$ cat src/rtl/mem_dump_pkg.sv
// Shared types and helpers for the memory-dump UART transmitter.
// Holds the word-level FSM states, the byte-serializer states and the baud divider.
package mem_dump_pkg;

  typedef enum logic [2:0] {
    IDLE,
    READ,
    CAPTURE,
    SEND,
    NEXT
  } top_state_e;

  typedef enum logic [1:0] {
    B_IDLE,
    B_START,
    B_DATA,
    B_STOP
  } byte_state_e;

  localparam int BYTES_PER_WORD = 4;

  // Clock cycles per serial bit; integer division truncates toward zero.
  function automatic int calc_div(input int clk_hz, input int baud);
    return clk_hz / baud;
  endfunction

endpackage

$ cat src/rtl/mem_dump_uart_tx_byte.sv
// 8N1 byte serializer with a baud counter and a load/ready handshake.
// ready rises in the final cycle of the stop bit so back-to-back bytes leave no idle gap.
module uart_byte_tx
  import mem_dump_pkg::*;
#(
  parameter int DIV = 86
) (
  input  logic       clk,
  input  logic       reset,
  input  logic       load,
  input  logic [7:0] data,
  output logic       ready,
  output logic       tx
);

  localparam int              CNT_W    = (DIV > 1) ? $clog2(DIV) : 1;
  localparam logic [CNT_W-1:0] CNT_LAST = CNT_W'(DIV - 1);

  byte_state_e      state_q, state_d;
  logic [CNT_W-1:0] cnt_q, cnt_d;
  logic [2:0]       bit_q, bit_d;
  logic [7:0]       shift_q, shift_d;
  logic             bit_end;

  assign bit_end = (cnt_q == CNT_LAST);

  always_comb begin
    state_d = state_q;
    cnt_d   = cnt_q;
    bit_d   = bit_q;
    shift_d = shift_q;
    ready   = 1'b0;
    tx      = 1'b1;
    if (state_q != B_IDLE) begin
      cnt_d = bit_end ? '0 : cnt_q + 1'b1;
    end
    case (state_q)
      B_IDLE: ready = 1'b1;
      B_START: begin
        tx = 1'b0;
        if (bit_end) begin
          state_d = B_DATA;
          bit_d   = 3'd0;
        end
      end
      B_DATA: begin
        tx = shift_q[0];
        if (bit_end) begin
          shift_d = {1'b0, shift_q[7:1]};
          bit_d   = bit_q + 3'd1;
          if (bit_q == 3'd7) state_d = B_STOP;
        end
      end
      B_STOP: begin
        ready = bit_end;
        if (bit_end) state_d = B_IDLE;
      end
      default: state_d = B_IDLE;
    endcase
    // A load accepted on the last stop cycle chains straight into the next start bit.
    if (load && ready) begin
      state_d = B_START;
      cnt_d   = '0;
      shift_d = data;
    end
  end

  always_ff @(posedge clk) begin
    if (reset) begin
      state_q <= B_IDLE;
      cnt_q   <= '0;
      bit_q   <= '0;
    end else begin
      state_q <= state_d;
      cnt_q   <= cnt_d;
      bit_q   <= bit_d;
    end
  end

  always_ff @(posedge clk) begin
    shift_q <= shift_d;
  end

endmodule

$ cat src/rtl/mem_dump_uart_tx.sv
// Reads a block of 32-bit words from memory and streams each one over UART,
// little-endian, with a fixed three-cycle idle gap between words.
module mem_dump_uart_tx
  import mem_dump_pkg::*;
#(
  parameter int CLK_HZ = 10_000_000,
  parameter int BAUD   = 115200
) (
  input  logic        clk,
  input  logic        reset,
  input  logic        start,
  input  logic [14:0] base_addr,
  input  logic [14:0] word_count,
  output logic        mem_rd,
  output logic [14:0] mem_addr,
  input  logic [31:0] mem_data,
  output logic        tx,
  output logic        busy,
  output logic        done
);

  localparam int DIV = calc_div(CLK_HZ, BAUD);

  top_state_e  state_q, state_d;
  logic [14:0] addr_q, addr_d;
  logic [14:0] remain_q, remain_d;
  logic [31:0] word_q, word_d;
  logic [1:0]  byte_q, byte_d;
  logic [1:0]  nxt_byte;
  logic        done_q, done_d;
  logic        byte_load, byte_ready;
  logic [7:0]  byte_data;

  assign nxt_byte = byte_q + 2'd1;

  always_comb begin
    state_d   = state_q;
    addr_d    = addr_q;
    remain_d  = remain_q;
    word_d    = word_q;
    byte_d    = byte_q;
    done_d    = 1'b0;
    byte_load = 1'b0;
    byte_data = word_q[7:0];
    mem_rd    = 1'b0;
    case (state_q)
      IDLE: begin
        if (start) begin
          if (word_count != 15'd0) begin
            addr_d   = base_addr;
            remain_d = word_count;
            state_d  = READ;
          end else begin
            done_d = 1'b1;
          end
        end
      end
      READ: begin
        mem_rd  = 1'b1;
        state_d = CAPTURE;
      end
      CAPTURE: begin
        word_d    = mem_data;
        byte_d    = 2'd0;
        byte_load = 1'b1;
        byte_data = mem_data[7:0];
        state_d   = SEND;
      end
      SEND: begin
        if (byte_ready) begin
          if (byte_q == 2'(BYTES_PER_WORD - 1)) begin
            state_d = NEXT;
          end else begin
            byte_load = 1'b1;
            byte_d    = nxt_byte;
            byte_data = word_q[{nxt_byte, 3'b000} +: 8];
          end
        end
      end
      NEXT: begin
        remain_d = remain_q - 15'd1;
        addr_d   = addr_q + 15'd1;
        if (remain_q == 15'd1) begin
          state_d = IDLE;
          done_d  = 1'b1;
        end else begin
          state_d = READ;
        end
      end
      default: state_d = IDLE;
    endcase
  end

  always_ff @(posedge clk) begin
    if (reset) begin
      state_q  <= IDLE;
      addr_q   <= '0;
      remain_q <= '0;
      byte_q   <= '0;
      done_q   <= 1'b0;
    end else begin
      state_q  <= state_d;
      addr_q   <= addr_d;
      remain_q <= remain_d;
      byte_q   <= byte_d;
      done_q   <= done_d;
    end
  end

  always_ff @(posedge clk) begin
    word_q <= word_d;
  end

  assign mem_addr = addr_q;
  assign busy     = (state_q != IDLE);
  assign done     = done_q;

  uart_byte_tx #(
    .DIV(DIV)
  ) u_byte_tx (
    .clk  (clk),
    .reset(reset),
    .load (byte_load),
    .data (byte_data),
    .ready(byte_ready),
    .tx   (tx)
  );

endmodule

$ cat config.mk
export PLATFORM = sky130hd
export DESIGN_NAME = mem_dump_uart_tx
export DESIGN_NICKNAME = d
export VERILOG_FILES = /design/src/rtl/mem_dump_pkg.sv /design/src/rtl/mem_dump_uart_tx_byte.sv /design/src/rtl/mem_dump_uart_tx.sv
export SDC_FILE = /design/constraint.sdc
export NUM_CORES = 1
export LEC_CHECK = 0
export ABC_AREA = 1
export CAP_MARGIN = 25
export CORE_MARGIN = 2
export CORE_UTILIZATION = 40
export DETAILED_ROUTE_END_ITERATION = 8
export GPL_ROUTABILITY_DRIVEN = 1
export GPL_TIMING_DRIVEN = 0
export SLEW_MARGIN = 40
export SYNTH_ARGS = -nofsm -noshare
export SYNTH_HDL_FRONTEND = slang
export SYNTH_SLANG_ARGS = --single-unit
export TNS_END_PERCENT = 30
$ cat constraint.sdc
create_clock -name clk -period 2 [get_ports clk]
set_input_delay 0.4 -clock clk [delete_from_list [all_inputs] [get_ports clk]]
set_output_delay 0.4 -clock clk [all_outputs]
set_load 0.005 [all_outputs]
==> impl_metrics.csv <==
group,metric,value,unit
global_routing,grt_pass1_vias,4541,
clock_tree,cts_max_level,3,
pwr,share_comb_of_total_power,36.6,%
critical_path,cp.arrival,1.58,ns
sta,layout_min_cycle_time,1.98,ns
critical_path,cp_slowest_cell,"clkdlybuf4s50_1",
pwr,clkPwrFrac,25.1,%
critical_path,worst_path_largest_cell_delay,0.51,ns
placement,preCtsSetupSlack,-0.168,ns
critical_path,criticalPathCategory,"reg2out",
min_path,holdCritStartpoint,"u_byte_tx.bit_q[0]",
routing,drc_errors,0,
cells_and_area,areaGrowthSynthToFinish,28.1,%
critical_path,crit_start,"state_q[2]",
sta,setup_viol,0,
critical_path,r2r-start,"u_byte_tx.state_q[1]",
routing,wl_per_cell,13.7,um
synth,avgSynthCellArea,7.26,um2
sta,fin_crit_sh,98.9,%
sta,final-max-slew-violation-count,0,
routing,drt_pass1_iterations,5,
floorplanning,die_w,115,um
placement,place_area,6010,um2
routing,vias_per_cell,4.98,
global_routing,track_usage,20.2,%
synth,netlist_instances,684,
global_routing,globalRoute.totalOverflow,0,
cells_and_area,antennaDiodeCount,0,
cells_and_area,final_nets,861,
critical_path,required,1.60,ns
clock_tree,clock-sinks,88,
clock_tree,cts_tree,"done",
routing,drt_wl_total,13100,um
synth,ys_warn_count,0,
cells_and_area,final_cell_mix,"nand2_1, inv_1, clkdlybuf4s50_1",
global_routing,grt_pass1_wl,21100,um
clock_tree,cts_hold_buffers,0,
pwr,cellLeakagePower,0.00254,uW
global_routing,grt_max_degree,41,
synth,netlist_area,4970,um2
routing,via_count,4755,
clock_tree,clock_path_buffers,2,
floorplanning,core_area,12100,um2
sta,setup_tns,0,ns
placement,place_inst,935,
run_status,status,"completed",
routing,drtIter0Drc,392,
critical_path,critPathCaptureType,"primary output",
placement,port_buffers,83,
min_path,holdCritPathClass,"reg2reg",
pwr,p_switching,2310,uW
pwr,p_int,4010,uW
pwr,share_seq_of_total_power,38.2,%
synth,synthArstFlopShare,0,%
clock_tree,root_buffer,"clkbuf_16",
floorplanning,row_count,40,
floorplanning,start_util,41.2,%
synth,synth_edf_count,40,
synth,synth_ff_type,"dfxtp_1",
sta,tightestPinTransition,0.664,ns
sta,grt_setup_unrepaired,"true",
synth,synth_seq_cells,88,
placement,dp_hpwl,9710,um
clock_tree,clkLatencyLatePin,0.35,ns
global_routing,antenna_found_initial,0,
floorplanning,die_area,13300,um2
pwr,power_density,993,nW/um2
synth,yosysSeqAreaShare,43.5,%
sta,finalClockSkew,0.00815,ns
sta,slew_headroom,55.8,%
critical_path,critPathLaunchType,"flip-flop",
cells_and_area,layout-drive-gt1-share,8.26,%
run,drv_cap,0,
critical_path,path_cells,"inv_2 -> nand2_1 -> nor2_4 -> clkdlybuf4s50_1",
synth,ys_types,37,
floorplanning,fp.dieH,115,um
sta,setup_ws,0.0212,ns
pwr,ir_drop,0.529,mV
clock_tree,numCtsBuffers,9,
pwr,swShare,36.5,%
cells_and_area,stdcell_area,6360,um2
sta,clock.fmax,505,MHz
floorplanning,ios,84,
cells_and_area,layout.cells.non_filler,955,
sta,hold_viol,0,
clock_tree,cts.clk_slew.worst_paths,0.07,ns
placement,place.gp.congestion,0.907,
routing,detail-route-antenna-nets,0,
cells_and_area,layout_commonest_cell,"nand2_1",
cells_and_area,fillers,1186,
critical_path,crit_path_max_fanout,6,
synth,mappedNetlistNets,763,
## path summary, 6_finish.rpt
| kind | slack [ns] | endpoint | cells after the start |
|---|---|---|---|
| worst min register to register | 0.47 | u_byte_tx.bit_q[0] | 1 |
| worst max-delay path | 0.02 | mem_rd | 4 |
| worst max register to register | 0.11 | u_byte_tx.shift_q[7] | 8 |
| worst min-delay path | 0.47 | u_byte_tx.bit_q[0] | 1 |
## cells by family after synthesis
family | Yosys count | synth area share [%]
fa+ha+maj | 14 | 3.53
simple gates | 332 | 28.4
compound gates | 124 | 13.6
flops | 88 | 43.5
xor+xnor | 5 | 0.882
buf+inv | 121 | 10.1
## layout make-up
cell class,count,area (um2),share of cell area [%]
inverter,95,374,5.88
multi-input combinational,475,2330,36.6
timing repair buffer,87,861,13.5
clock buffer,11,243,3.81
clock inverter,5,33.8,0.531
tap,168,210,3.30
sequential,88,2170,34.1
buffer,26,148,2.32
## power groups by stage
| stage | clock [uW] | sequential, uW | combinational (uW) |
|---|---|---|---|
| 2_1_floorplan | 0 | 2400 | 1520 |
| 3_3_place_gp | 0 | 2440 | 2200 |
| 3_5_place_dp | 0 | 2450 | 2230 |
| 4_1_cts | 1630 | 2410 | 2260 |
| 5_1_grt | 1690 | 2450 | 2610 |
| 6_report | 1590 | 2420 | 2320 |
## cells in the mapped netlist (2+ instances only)
cell type / count / area (um2)
a31oi_1: 7 / 43.8
a21boi_1: 2 / 15.0
a21oi_1: 47 / 235
a22oi_1: 5 / 37.5
o22ai_1: 2 / 12.5
nand4_1: 10 / 62.6
nand2_1: 168 / 631
clkbuf_1: 8 / 30.0
ha_1: 14 / 175
nor3_1: 14 / 70.1
nor2_2: 6 / 37.5
edfxtp_1: 40 / 1200
buf_4: 3 / 22.5
o21ai_0: 55 / 275
inv_2: 6 / 22.5
inv_1: 88 / 330
dfxtp_1: 48 / 961
or2_2: 4 / 25.0
nand3_1: 54 / 270
xor2_1: 4 / 35.0
buf_6: 3 / 33.8
buf_2: 11 / 55.1
nor2_1: 71 / 267
## registers in the layout, summed over array words and instances (netlist names)
signal             flops
u_byte_tx.shift_q      8
state_q                3
u_byte_tx.cnt_q        7
remain_q              15
word_q                32
byte_q                 2
done                   1
u_byte_tx.bit_q        3
u_byte_tx.state_q      2
mem_addr              15
## through the flow
step	util [%]	total power [uW]	hold slack (ns)
after floorplan	-	3930	0.438
after global placement	49.8	4630	0.451
after detailed placement	49.8	4680	0.460
after CTS	52.2	6300	0.471
after global routing	52.8	6750	0.496
final	52.8	6320	0.466
## layer usage
metal / GRT usage (%) / share of wire [%] / vias up
met5: 0 / 0 / -
met4: 7.47 / 1.3 / 0
met3: 3.56 / 5.7 / 11
met2: 33.7 / 47 / 143
met1: 26.5 / 46 / 2171
li1: - / - / 2430
## worst max-delay path, delay by kind of cell, from the launching register on
kind / cells / cell delay, ns
simple gates: 2 / 0.24
buf+inv: 2 / 0.61
flops: 1 / 0.39
## timing repair
| action | 4_1_cts | 5_1_grt |
|---|---|---|
| setup buffers | 1 | 3 |
| pin swaps | 0 | 0 |
| gates resized for setup | 6 | 13 |
| setup endpoints to repair | 18 | 19 |
Note: power is estimated with default switching activity, not from simulation.
==> RTL change (config.mk and constraints unchanged) <==
`CLK_HZ`: 10_000_000 -> 20_000_000.
--- a/src/rtl/mem_dump_uart_tx.sv
+++ b/src/rtl/mem_dump_uart_tx.sv
@@ -3,7 +3,7 @@
 module mem_dump_uart_tx
   import mem_dump_pkg::*;
 #(
-  parameter int CLK_HZ = 10_000_000,
+  parameter int CLK_HZ = 20_000_000,
   parameter int BAUD   = 115200
 ) (
   input  logic        clk,
Behaviour: no difference found for any inputs over 10 cycles, from zero or initial values and one cycle with reset high; that may be too few to reach the edited logic, so the function may still have changed.
==> RTL change against the unedited design <==
  * Design area is 1.0% lower
  * Count of clock-buffer cells in the layout decreased by 1
  * Synthesized area shrank 0.60%
  * Cell count shrank 7.5%
  * Power shrank 2.2%
  * Fmax is 1.6% higher
  * Worst setup slack improved by 0.031 ns
  * Sequential cell count up 1
  * Routed wire length decreased by 1.8%
  * Critical path type unchanged
  * Largest cell class unchanged
  * Highest routed layer unchanged
==> RTL change: results (changes against the unedited design) <==
<table>
<tr><th>Metric</th><th>Value</th></tr>
<tr><th colspan="2">Layout</th></tr>
<tr><td>Relative area change from synthesis to final layout</td><td>27.6%</td></tr>
<tr><td>Area occupied by multi-input gates</td><td>2390 µm² (+2.7%)</td></tr>
<tr><td>Fill cell instance count of the final layout</td><td>1,194 (+0.67%)</td></tr>
<tr><td>Nonclk inv count</td><td>64 (-33%)</td></tr>
<tr><td>Non-Clock Buffer Count</td><td>110 (-2.7%)</td></tr>
<tr><td>Buffering overhead</td><td>16.1% (+0.28 points)</td></tr>
<tr><td>Final-stage net count</td><td>810 (-5.9%)</td></tr>
<tr><td>Clock buffer cells</td><td>10 (-1)</td></tr>
<tr><td>Multi-input combinational cell count</td><td>457 (-3.8%)</td></tr>
<tr><th colspan="2">Detailed routing</th></tr>
<tr><td>Detailed router's first-iteration violation count</td><td>369 (-5.9%)</td></tr>
<tr><td>Wirelength, routed</td><td>12,800 µm (-1.8%)</td></tr>
<tr><th colspan="2">Placement</th></tr>
<tr><td>Instance area at placement</td><td>5980 µm² (-0.52%)</td></tr>
<tr><td>Detailed placer's ending HPWL</td><td>9580 µm (-1.3%)</td></tr>
<tr><td>Final weighted congestion in routability-driven placement</td><td>0.876 (-3.5%)</td></tr>
<tr><td>Post-Place Setup Slack</td><td>-0.0817 ns (+0.0866 ns)</td></tr>
<tr><td>Post-Place Cells</td><td>866 (-7.4%)</td></tr>
<tr><th colspan="2">Setup path</th></tr>
<tr><td>FF-to-FF setup slack</td><td>0.15 ns (+0.04 ns)</td></tr>
<tr><td>Worst path arrival time</td><td>1.55 ns (-0.03 ns)</td></tr>
<tr><td>Maximum fanout count along the critical path</td><td>4 (-2)</td></tr>
<tr><td>Endpoint of the most critical register-to-register path</td><td>u_byte_tx.shift_q[0]$_DFFE_PP_</td></tr>
<tr><th colspan="2">Logic synthesis</th></tr>
<tr><td>Fraction of the mapped netlist area in adder cells</td><td>3.55% (+0.021 points)</td></tr>
<tr><td>Post-synth cell types</td><td>45 (+22%)</td></tr>
<tr><td>Post-Synthesis Net Count</td><td>714 (-6.4%)</td></tr>
<tr><td>Compound-gate portion of the synthesized area</td><td>14.3% (+0.77 points)</td></tr>
<tr><td>Sequential fraction of the synthesis area</td><td>44.2% (+0.67 points)</td></tr>
<tr><th colspan="2">Timing</th></tr>
<tr><td>Clock Skew</td><td>0.0128 ns (+0.00466 ns)</td></tr>
<tr><td>Max-slew headroom</td><td>61.1% (+5.4 points)</td></tr>
<tr><th colspan="2">Power and ir drop</th></tr>
<tr><td>Internal power summed over all cells</td><td>3.97 mW (-1.1%)</td></tr>
<tr><th colspan="2">GRT</th></tr>
<tr><td>Maximum number of pins on one net before global-route repair</td><td>18 (-56%)</td></tr>
<tr><th colspan="2">Outcome</th></tr>
<tr><td>Result of the run</td><td>completed</td></tr>
</table>
RTL change: how the worst max path moves through the flow:
stage,startpoint,endpoint,cells after the start
after floorplan,u_byte_tx.state_q[0]$_SDFFE_PP0P_,u_byte_tx.shift_q[0]$_DFFE_PP_,6
after global placement,u_byte_tx.state_q[0]$_SDFFE_PP0P_,tx,5
after detailed placement,u_byte_tx.state_q[0]$_SDFFE_PP0P_,tx,5
after CTS,u_byte_tx.state_q[0]$_SDFFE_PP0P_,tx,5
after global routing,state_q[2]$_SDFFE_PP0P_,mem_rd,4
final,state_q[2]$_SDFFE_PP0P_,mem_rd,4
RTL change: repair_timing:
item                                    CTS  global route
pin swaps                                 0             1
setup buffers                             0             1
gates resized for setup                  11             9
endpoints found under the setup margin   11            13
RTL change: routing by layer:
layer / track usage (%) / part of all wire [%]
met1: 28.1 / 48
met2: 31.1 / 45
met3: 3.58 / 4.9
met4: 9.00 / 2.2
met5: 0 / 0
